`config.mk`:
```
export PLATFORM = sky130hd
export DESIGN_NAME = matrix_bram_read_arbiter
export DESIGN_NICKNAME = d
export VERILOG_FILES = /design/src/rtl/matrix_arb_pkg.sv /design/src/rtl/arb_tag_pipe.sv /design/src/rtl/matrix_bram_read_arbiter.sv
export SDC_FILE = /design/constraint.sdc
export NUM_CORES = 1
export LEC_CHECK = 0
export ABC_AREA = 1
export CAP_MARGIN = 0
export CORE_ASPECT_RATIO = 2
export CORE_UTILIZATION = 32
export DETAILED_ROUTE_END_ITERATION = 12
export PLACE_DENSITY = 0.81
export SLEW_MARGIN = 20
export SYNTH_ARGS = -nofsm -noshare
export SYNTH_HDL_FRONTEND = slang
export SYNTH_SLANG_ARGS = --single-unit
```
`constraint.sdc`:
```
create_clock -name clk -period 2.3 [get_ports clk]
set_input_delay 0.345 -clock clk [delete_from_list [all_inputs] [get_ports clk]]
set_output_delay 0.345 -clock clk [all_outputs]
set_load 0.02 [all_outputs]
```
`src/rtl/matrix_arb_pkg.sv`:
```
// Shared types and constants for the matrix BRAM read arbiter.
// The requester index field is sized for the largest supported requester count.
package matrix_arb_pkg;

    localparam int MAX_REQ = 8;
    localparam int IDX_W   = 3;

    typedef enum logic {
        ARB_OPEN,
        ARB_LOCKED
    } arb_state_t;

    typedef struct packed {
        logic             valid;
        logic [IDX_W-1:0] idx;
    } arb_tag_t;

    localparam int TAG_W = $bits(arb_tag_t);

endpackage

```
`src/rtl/arb_tag_pipe.sv`:
```
// Tag shift register that tracks which requester owns each read in flight.
// It is DEPTH stages deep and is cleared asynchronously so that pre-reset reads never complete.
module arb_tag_pipe
    import matrix_arb_pkg::*;
#(
    parameter int DEPTH = 1
) (
    input  logic             clk,
    input  logic             rst,
    input  logic [TAG_W-1:0] tag_in,
    output logic [TAG_W-1:0] tag_out,
    output logic             inner_valid
);

    arb_tag_t stage [DEPTH];

    // NOTE: every stage is reset, unlike a data RAM, because a stale valid bit would raise a false rvalid.
    always_ff @(posedge clk or posedge rst) begin
        if (rst) begin
            for (int k = 0; k < DEPTH; k++) begin
                stage[k] <= '0;
            end
        end else begin
            stage[0] <= arb_tag_t'(tag_in);
            for (int k = 1; k < DEPTH; k++) begin
                stage[k] <= stage[k-1];
            end
        end
    end

    assign tag_out = stage[DEPTH-1];

    // Valid bits that are still inside the pipe after the next edge; the last stage shifts out.
    always_comb begin
        inner_valid = 1'b0;
        for (int k = 0; k < DEPTH - 1; k++) begin
            inner_valid = inner_valid | stage[k].valid;
        end
    end

endmodule

```
`src/rtl/matrix_bram_read_arbiter.sv`:
```
// Round-robin arbiter with lockable ownership for the single read port of the matrix BRAM.
// Optional MATRIX_ARB_STATS_EN adds a saturating conflict_count output.
module matrix_bram_read_arbiter
    import matrix_arb_pkg::*;
#(
    parameter int NUM_REQ      = 4,
    parameter int ADDR_WIDTH   = 14,
    parameter int DATA_WIDTH   = 32,
    parameter int READ_LATENCY = 1
) (
    input  logic                          clk,
    input  logic                          rst,
    input  logic [NUM_REQ-1:0]            req,
    input  logic [NUM_REQ-1:0]            lock,
    input  logic [NUM_REQ*ADDR_WIDTH-1:0] addr,
    output logic [NUM_REQ-1:0]            gnt,
    output logic                          bram_en,
    output logic [ADDR_WIDTH-1:0]         bram_addr,
    input  logic [DATA_WIDTH-1:0]         bram_data,
    output logic [DATA_WIDTH-1:0]         rdata,
    output logic [NUM_REQ-1:0]            rvalid,
    output logic                          busy
`ifdef MATRIX_ARB_STATS_EN
    ,
    output logic [15:0]                   conflict_count
`endif
);

    arb_state_t       state, next_state;
    logic [IDX_W-1:0] last_gnt;
    logic [IDX_W-1:0] sel_idx;
    logic             sel_valid;
    logic             owner_hold;
    logic [IDX_W:0]   pick;
    logic [NUM_REQ-1:0] owner_mask;
    logic             pipe_inner_valid;
    logic             busy_next;
    logic [TAG_W-1:0] tag_in, tag_out;
    arb_tag_t         tag_done;

    // Rotate so the index after 'last' sits at bit 0, then take the lowest set bit.
    function automatic logic [IDX_W:0] rr_pick(input logic [NUM_REQ-1:0] r,
                                               input logic [IDX_W-1:0]   last);
        logic [2*NUM_REQ-1:0] dbl;
        logic [NUM_REQ-1:0]   rot;
        int                   start;
        int                   p;
        logic                 hit;
        start = int'(last) + 1;
        dbl   = {r, r} >> start;
        rot   = dbl[NUM_REQ-1:0];
        hit   = 1'b0;
        p     = 0;
        for (int i = NUM_REQ - 1; i >= 0; i--) begin
            if (rot[i]) begin
                hit = 1'b1;
                p   = i;
            end
        end
        return {hit, IDX_W'((start + p) % NUM_REQ)};
    endfunction

    // NOTE: every signal gets a default at the top of always_comb so no path can infer a latch.
    always_comb begin
        owner_mask = NUM_REQ'(1) << last_gnt;
        owner_hold = (state == ARB_LOCKED) && (|(req & lock & owner_mask));
        pick       = rr_pick(req, last_gnt);
        sel_valid  = pick[IDX_W];
        sel_idx    = pick[IDX_W-1:0];
        // While locked, last_gnt is the owner, so a released lock re-arbitrates starting after it.
        if (owner_hold) begin
            sel_valid = 1'b1;
            sel_idx   = last_gnt;
        end
        gnt        = sel_valid ? (NUM_REQ'(1) << sel_idx) : '0;
        next_state = (sel_valid && (|(lock & gnt))) ? ARB_LOCKED : ARB_OPEN;
    end

    always_ff @(posedge clk or posedge rst) begin
        if (rst) begin
            state <= ARB_OPEN;
        end else begin
            state <= next_state;
        end
    end

    // NOTE: registered state uses non-blocking assignments so every flop samples pre-edge values.
    always_ff @(posedge clk or posedge rst) begin
        if (rst) begin
            last_gnt  <= IDX_W'(NUM_REQ - 1);
            bram_en   <= 1'b0;
            bram_addr <= '0;
            busy      <= 1'b0;
        end else begin
            bram_en <= sel_valid;
            busy    <= busy_next;
            if (sel_valid) begin
                bram_addr <= addr[int'(sel_idx)*ADDR_WIDTH +: ADDR_WIDTH];
                last_gnt  <= sel_idx;
            end
        end
    end

    // The busy flop reflects the in-flight, enable and lock state that holds after the same edge.
    assign busy_next = sel_valid | bram_en | pipe_inner_valid | (next_state == ARB_LOCKED);

    assign tag_in = {bram_en, last_gnt};

    arb_tag_pipe #(
        .DEPTH (READ_LATENCY)
    ) u_tag_pipe (
        .clk         (clk),
        .rst         (rst),
        .tag_in      (tag_in),
        .tag_out     (tag_out),
        .inner_valid (pipe_inner_valid)
    );

    assign tag_done = arb_tag_t'(tag_out);
    assign rvalid   = tag_done.valid ? (NUM_REQ'(1) << tag_done.idx) : '0;
    assign rdata    = bram_data;

`ifdef MATRIX_ARB_STATS_EN
    always_ff @(posedge clk or posedge rst) begin
        if (rst) begin
            conflict_count <= '0;
        end else if (($countones(req) > 1) && (conflict_count != 16'hFFFF)) begin
            conflict_count <= conflict_count + 16'd1;
        end
    end
`endif

endmodule

```
==> run metrics, run 1 <==
status=finished, violations left; failing checks=negative setup slack; 1st-pass router iterations=4; worst slack, placed=-0.971 ns; Hold Violations, Final=0; WP buf/inv=3; H-tree depth=1; Final Skew=0.00652 ns; Post-Syn Instances=337; Worst Setup SP=last_gnt[0]$_DFFE_PP1P_; First DRT Iteration DRCs=77; max_cap viols=0; period utilization=1.26; P&R area growth vs syn=70.4%; routability cong.=0.892; Top Family by Delay on Critical Path=simple AND/OR/NAND/NOR gates; die area=7100 sq um; core footprint=6570 sq um; Core Rows=42; commonest non-fill, non-tap cell in the layout=nand2_1; Yosys warnings=0; share of cells above drive strength 1=0.311; CP Cell Sequence=clkinv_4 -> nand3_2 -> nand2_2 -> nor2_4 -> nand2_2 -> a21oi_2 -> ha_2 -> xnor2_4 -> inv_2 -> nand3_4 -> nand3_4 -> nand2_4 -> nand2_4 -> nor2_4 -> buf_6; FF-to-FF setup slack=-0.46 ns; Hold Crit Class=reg2reg; clk slew on worst S/H paths=0.07 ns; vias in the first global route=2416; setup tns final=-8.83 ns; f_max=344 MHz; DR vias/cell=4.63; Max clock buf depth=2; WP data arrival=2.56 ns; RSZ-0062 raised after global routing=yes; total gr overflow=0; first-pass GRT wire length=11200 um; crit-path max FO=7; Final Setup Violations=20; Hold EP=u_tag_pipe.tag_out[3]$_DFF_PP0_; worst r2r path cells=19; Setup CP Type=reg2out; Inst Count DP=500; minimum clock period=2.91 ns; final setup margin=-0.609 ns; DR vias=2431; initial antenna violation count=0; commonest cells after routing, fill and taps aside=nand2_1, clkdlybuf4s50_1, buf_4; hold_buf cts=0; hold path startpoint=bram_en$_DFF_PP0_; slew margin rel.=0.792; net count after synthesis=440; CTS tree=yes; Final HPWL DP=4940 um; CP Launch Type=flop; worst reg2reg path endpoint=bram_addr[10]$_DFFE_PP0P_; final WL=7370 um; final net count=541; Synth Register Bits=24; sequential fraction of the synthesis area=0.279; CTS root buf=clkbuf_16; Setup crit end kind=output port; CTS Sinks=24; Max stage delay on crit path=0.63 ns; Mapped Avg Cell Area=6.40 sq um; Clock Latency Late Sink=0.26 ns; Ant. Diodes=0; RR Startpoint=last_gnt[0]$_DFFE_PP1P_; Synth cell types=22; detailed-route DRC error count=0; Initial Util=0.329; WL/cell=14.0 um; Overall Global Routing Usage=0.208; Crit-path slowest cell=dfstp_2; final cell count without fillers=525; Routed Antenna Nets=0; Die Width=60.1 um; Fin Hold WS=0.413 ns; maximum number of pins on one net before global-route repair=30; hold path depth=0; Die Y=118 um; Synth Cell Area=2160 sq um; critical path required time=1.96 ns; Worst-Margin Slew=0.312 ns; TritonCTS Buffers=3; PortBufs=89; Max Slew Vio Count=0; # IOs=154
[synthesized netlist by cell type (all sizes together)]
cell,number,share of area
nand4,5,0.014
nand2,200,0.38
dfrtp,22,0.26
nor3,5,0.012
inv,22,0.038
o21ai,2,0.0046
nor2,11,0.037
nand3,17,0.046
or2,1,0.0029
xnor2,1,0.0041
dfstp,2,0.024
ha,5,0.029
a21oi,1,0.0023
buf,43,0.15
[flip-flops by register name, indices dropped and copies added, names as in the netlist]
name / flops
bram_addr: 14
bram_en: 1
busy: 1
last_gnt: 3
state: 1
u_tag_pipe.tag_out: 4
[worst register-to-register path, stage by stage, from the launching register on]
cell,delay [ns]
dfstp_2,0.63
clkinv_4,0.14
nand3_2,0.10
nand2_2,0.07
nor2_4,0.12
nand2_2,0.05
a21oi_2,0.12
ha_2,0.23
xnor2_4,0.15
buf_4,0.16
nand3_4,0.08
nand3_4,0.10
nand2_4,0.07
buf_6,0.12
buf_6,0.12
buf_12,0.14
nand2_1,0.05
nand2_1,0.05
nand2_1,0.08
nand2_1,0.06
[worst max path at each step]
| stage | cells after the start | endpoint | slack, ns |
|---|---|---|---|
| after detailed placement | 17 | gnt[2] | -0.97 |
| after global placement | 17 | gnt[2] | -0.90 |
| after CTS | 16 | gnt[1] | -0.42 |
| final | 15 | gnt[2] | -0.61 |
| after floorplan | 16 | gnt[2] | -0.21 |
| after global routing | 15 | gnt[2] | -0.69 |
[stage by stage]
step	util	area (sq um)
finish	0.560	3680
global route	0.560	3680
CTS	0.530	3480
detailed placement	0.474	3110
global placement	0.474	3110
floorplan	-	2220
[cell type report]
cell class                      count  area [sq um]
Sequential cell                    24           603
Inverter                           22          97.6
Tap cell                           88           110
Clock buffer                        3          75.1
Clock inverter                      1          30.0
Fill cell                         578          2890
Timing Repair Buffer              139          1390
Multi-Input combinational cell    248          1370
[routing by layer]
layer  share of wire  vias up  global-route usage
met2            0.57      123               0.372
li1                -     1192                   -
met1            0.31     1065               0.198
met3           0.053       51              0.0230
met5               0        -                   0
met4           0.064        0               0.167
[what timing repair did]
item,4_1_cts,5_1_grt
gates resized for setup,66,27
hold endpoints to repair,0,0
setup buffers,16,7
endpoints found under the setup margin,19,21
pin swaps,34,13
gates cloned,1,1
[kinds of logic after synthesis]
family / count (synthesis) / synth area share
AOI/OAI and AO/OA: 3 / 0.00695
xor gates and xnor gates: 1 / 0.00406
adders and majority gates: 5 / 0.0290
buffers and inverters: 65 / 0.191
DFF: 24 / 0.279
and+or+nand+nor: 239 / 0.490
Power of run 1 is not shown: default switching activity piles up to over one toggle a cycle in this logic, so the estimate is an artifact.
==> run 2, diff against run 1 <==
Settings changed: CELL_PAD_IN_SITES_DETAIL_PLACEMENT set to 2, CELL_PAD_IN_SITES_GLOBAL_PLACEMENT set to 2, CORE_UTILIZATION 32 to 27, DONT_BUFFER_PORTS set to 1, PLACE_DENSITY 0.81 to 0.72.
==> run 2 against run 1 <==
  * The flow still finishes with violations (negative setup slack)
  * Worst hold slack worse by 0.39 ns
  * Sequential share of layout area grew 5.0 points
  * Largest cell class is now multi-input gates
  * Critical endpoint unchanged
  * Wire length rose by 18%
  * Register-to-register slack better by 0.03 ns
  * Setup slack lost 0.0052 ns
==> run metrics, run 2 (same netlist as run 1, synthesis figures left out) <==
maximum number of pins on one net before global-route repair=25; max_cap viols=0; DR vias/cell=4.92; Most flops, register=bram_addr; Core Rows=45; detailed-route DRC error count=0; H-tree depth=1; final WL=8690 um; Setup crit end kind=output port; Max stage delay on crit path=0.63 ns; failing checks=negative setup slack; CP Cell Sequence=inv_4 -> buf_6 -> nand3_1 -> nand3_2 -> buf_4 -> buf_4 -> nor2_4 -> nand2_2 -> nand2_1 -> nand3_2 -> nand2_4 -> buf_4 -> nand2_4 -> nor2_4; P&R area growth vs syn=30.8%; die area=8380 sq um; WL/cell=19.7 um; status=finished, violations left; final net count=452; WP data arrival=2.57 ns; routability cong.=0.847; core footprint=7660 sq um; first-pass GRT wire length=13100 um; Crit-path slowest cell=dfstp_2; Overall Global Routing Usage=0.215; clk slew on worst S/H paths=0.07 ns; critical path required time=1.96 ns; Inst Count DP=418; minimum clock period=2.91 ns; DR vias=2175; max reg flops=14; final cell count without fillers=442; slew margin rel.=0.551; commonest non-fill, non-tap cell in the layout=nand2_1; Max Slew Vio Count=0; RSZ-0062 raised after global routing=yes; hold_buf cts=0; Initial Util=0.282; Final Setup Violations=20; Ant. Diodes=0; f_max=343 MHz; most used cell, CP=buf_4; vias in the first global route=2455; worst slack, placed=-0.340 ns; Clock Latency Late Sink=0.27 ns; total gr overflow=0; crit-path max FO=7; Die Y=128 um; CTS root buf=clkbuf_16; Hold Violations, Final=0; TritonCTS Buffers=3; share of cells above drive strength 1=0.385; Max clock buf depth=2; final setup margin=-0.614 ns; 1st-pass router iterations=4; PortBufs=0; CTS Sinks=24; CP Launch Type=flop; Die Width=65.2 um; # IOs=154; CTS tree=yes; Routed Antenna Nets=0; Hold Crit Class=in2async; Setup CP Type=reg2out; Final HPWL DP=6170 um; Final Skew=0.00562 ns; fin area=2820 sq um; period utilization=1.27; Worst-Margin Slew=0.668 ns; First DRT Iteration DRCs=88; dpl cell area=2310 sq um; commonest cells after routing, fill and taps aside=nand2_1, nand2_2, buf_4; initial antenna violation count=0
run 2: path summary, 6_finish.rpt:
| path | startpoint | to | slack (ns) | cells after the start |
|---|---|---|---|---|
| setup / recovery | last_gnt[0]$_DFFE_PP1P_ | gnt[2] | -0.61 | 14 |
| hold / removal | rst | bram_addr[7]$_DFFE_PP0P_ | 0.02 | 2 |
| setup reg to reg | last_gnt[0]$_DFFE_PP1P_ | bram_addr[1]$_DFFE_PP0P_ | -0.43 | 19 |
| hold reg to reg | last_gnt[0]$_DFFE_PP1P_ | u_tag_pipe.tag_out[0]$_DFF_PP0_ | 0.48 | 0 |
| max in group asynchronous | rst | last_gnt[0]$_DFFE_PP1P_ | 1.98 | 2 |
| min in group clk | lock[0] | state$_DFF_PP0_ | 0.30 | 2 |
run 2: repair_timing:
action | in CTS | in global routing
cloned | 4 | 0
pin swaps | 37 | 2
resized for setup | 53 | 3
setup endpoints to repair | 21 | 20
buffers inserted | 18 | 1
run 2: layout make-up:
cell class,count,area [sq um]
clock inverter,1,30.0
fill,952,4830
tap,94,118
clock buffer,3,75.1
multi-input combinational,248,1340
inverter,22,90.1
timing repair buffer,50,569
sequential,24,603
run 2: through the flow:
step           hold slack (ns)  setup TNS (ns)   util
5_1_grt                 0.0415          -10.00  0.369
4_1_cts                 0.0302           -6.12  0.367
3_3_place_gp             0.310           -2.50  0.302
2_1_floorplan            0.358          -0.546      -
3_5_place_dp             0.316           -4.20  0.302
6_report                0.0197           -8.09  0.369
run 2: worst max-delay path: cells and delay by family, from the launching register on:
family	cells	cell delay, ns
simple gates	9	1.01
buf+inv	5	0.65
flops	1	0.63
run 2: layer usage:
layer,wire (um),GRT usage
met1,2580,0.192
met2,5170,0.423
met3,380,0.0222
met4,558,0.153
met5,0,0
Power of run 2 is left out for the same reason.
==> run 3, diff against run 2 <==
Settings changed: CORE_UTILIZATION 27 to 26, PLACE_DENSITY 0.72 to 0.7, SYNTH_HIERARCHICAL set to 1, TNS_END_PERCENT set to 10.
==> run 3 against run 2 <==
  * Register-to-register slack better by 0.18 ns
  * Via count down 6.3%
  * The run still ends with negative setup slack left
  * Count of clock-buffer cells in the layout up 1
  * Clock skew down 0.0025 ns
  * Synthesized area down 1.5%
  * Sequential cell count unchanged
  * Wire length down 20%
  * Maximum frequency up 0.53%
  * Non-clock buffer count down 14
  * Die area up 2.2%
  * Largest cell class unchanged
==> run metrics, run 3 <==
TritonCTS Buffers=3; final net count=438; Clock Latency Late Sink=0.26 ns; CP Launch Type=flop; Setup CP Type=reg2out; max_cap viols=0; Max clock buf depth=2; area leader, netlist=nand2_1; Final HPWL DP=5850 um; total gr overflow=0; Synth cell types=26; period utilization=1.26; main area contributors after synthesis=nand2_1, dfrtp_1, buf_4, nand2_2, inv_1; Core Rows=46; CTS Sinks=24; core footprint=7940 sq um; Setup crit end kind=output port; DR vias/cell=4.74; sequential fraction of the synthesis area=0.284; primary flip-flop cell chosen by synthesis mapping=dfrtp_1; Final Skew=0.00314 ns; 1st-pass router iterations=3; maximum number of pins on one net before global-route repair=23; crit-path max FO=6; Mapped Avg Cell Area=6.27 sq um; Async SR Flop Fraction=1.00; # IOs=154; Ant. Diodes=0; EDFF count, synth=0; f_max=345 MHz; Die Y=130 um; commonest non-fill, non-tap cell in the layout=nand2_1; routability cong.=0.763; Hold Crit Class=in2async; First DRT Iteration DRCs=15; Hold Violations, Final=0; Overall Global Routing Usage=0.168; Post-Syn Instances=339; Synth Cell Area=2130 sq um; Final Setup Violations=23; detailed-route DRC error count=0; RSZ-0062 raised after global routing=yes; Die Width=65.9 um; slew margin rel.=0.462; Synth Register Bits=24; Synth top cells by count=nand2_1, buf_4, dfrtp_1, inv_1, nand3_1; final setup margin=-0.598 ns; Yosys warnings=6; Routed Antenna Nets=0; PortBufs=0; net count after synthesis=442; worst slack, placed=-0.387 ns; max reg flops=14; Most flops, register=bram_addr; WL/cell=16.3 um; status=finished, violations left; P&R area growth vs syn=9.89%; first-pass GRT wire length=10700 um; Worst-Margin Slew=0.807 ns; CTS root buf=clkbuf_16; critical path required time=1.96 ns; clk slew on worst S/H paths=0.06 ns; initial antenna violation count=0; DR vias=2039; share of cells above drive strength 1=0.225; top-count cell post-synth=nand2_1; Initial Util=0.268; die area=8560 sq um; share of the synthesized area in the top cell type=0.330; Max Slew Vio Count=0; minimum clock period=2.90 ns; commonest cells after routing, fill and taps aside=nand2_1, buf_4, dfrtp_1; CTS tree=yes; WP data arrival=2.55 ns; final WL=6990 um; worst r2r path cells=18; failing checks=negative setup slack; H-tree depth=1; vias in the first global route=2234
[run 3: worst max-delay path: stages (launching register included)]
cell     delay, ns
dfstp_2       0.59
nand2_1       0.08
o21ai_1       0.14
nand2_1       0.12
nand2_2       0.11
nand2_2       0.06
a21oi_2       0.12
ha_2          0.20
xor2_2        0.16
inv_1         0.06
nand3_1       0.10
nand3_2       0.11
nand2_4       0.11
inv_4         0.07
nor3_4        0.12
buf_6         0.14
[run 3: path summary, 6_finish.rpt]
check,from,end,slack (ns)
hold reg to reg,last_gnt[1]$_DFFE_PP1P_,u_tag_pipe/tag_out[1]$_DFF_PP0_,0.55
min in group clk,lock[3],state$_DFF_PP0_,0.25
hold / removal,rst,last_gnt[2]$_DFFE_PP0P_,0.12
max in group asynchronous,rst,bram_addr[0]$_DFFE_PP0P_,1.68
setup / recovery,last_gnt[0]$_DFFE_PP1P_,gnt[1],-0.60
setup reg to reg,last_gnt[0]$_DFFE_PP1P_,bram_addr[1]$_DFFE_PP0P_,-0.25
[run 3: cell families after synthesis]
logic type,after synthesis,synth area share
AOI/OAI and AO/OA,4,0.00942
xor gates and xnor gates,1,0.00412
adders and majority gates,5,0.0294
buffers and inverters,67,0.201
DFF,24,0.284
other,1,0.00176
and+or+nand+nor,237,0.470
[run 3: area by class of cell]
| class | instances | area [sq um] |
|---|---|---|
| clock buffers | 4 | 88.8 |
| fillers | 1005 | 5610 |
| inverters | 22 | 85.1 |
| multi-input cells | 248 | 1140 |
| flip-flops and latches | 24 | 603 |
| well taps | 96 | 120 |
| repair buffers | 36 | 297 |
[run 3: per-stage QoR]
step | hold slack (ns) | utilization | TNS [ns] | cells | cell area (sq um)
global route | 0.198 | 0.294 | -9.76 | 430 | 2340
floorplan | 0.111 | - | -0.972 | 339 | 2140
detailed placement | 0.129 | 0.272 | -5.83 | 421 | 2160
global placement | 0.127 | 0.272 | -2.74 | 421 | 2160
finish | 0.122 | 0.294 | -5.74 | 430 | 2340
CTS | 0.162 | 0.293 | -5.41 | 429 | 2320
[run 3: routing by layer]
layer | wire length (um) | global-route usage | part of all wire
met5 | 0 | 0 | 0
met2 | 4190 | 0.350 | 0.60
met4 | 227 | 0.0776 | 0.032
met1 | 2240 | 0.144 | 0.32
met3 | 325 | 0.0271 | 0.047
[run 3: timing repair]
action / 4_1_cts / 5_1_grt
setup buffers: 3 / 1
hold buffers: 1 / 0
pin swaps: 5 / 4
gates resized for setup: 11 / 3
setup endpoints to repair: 20 / 23
endpoints found under the hold margin: 4 / 0
Power of run 3 is left out for the same reason.
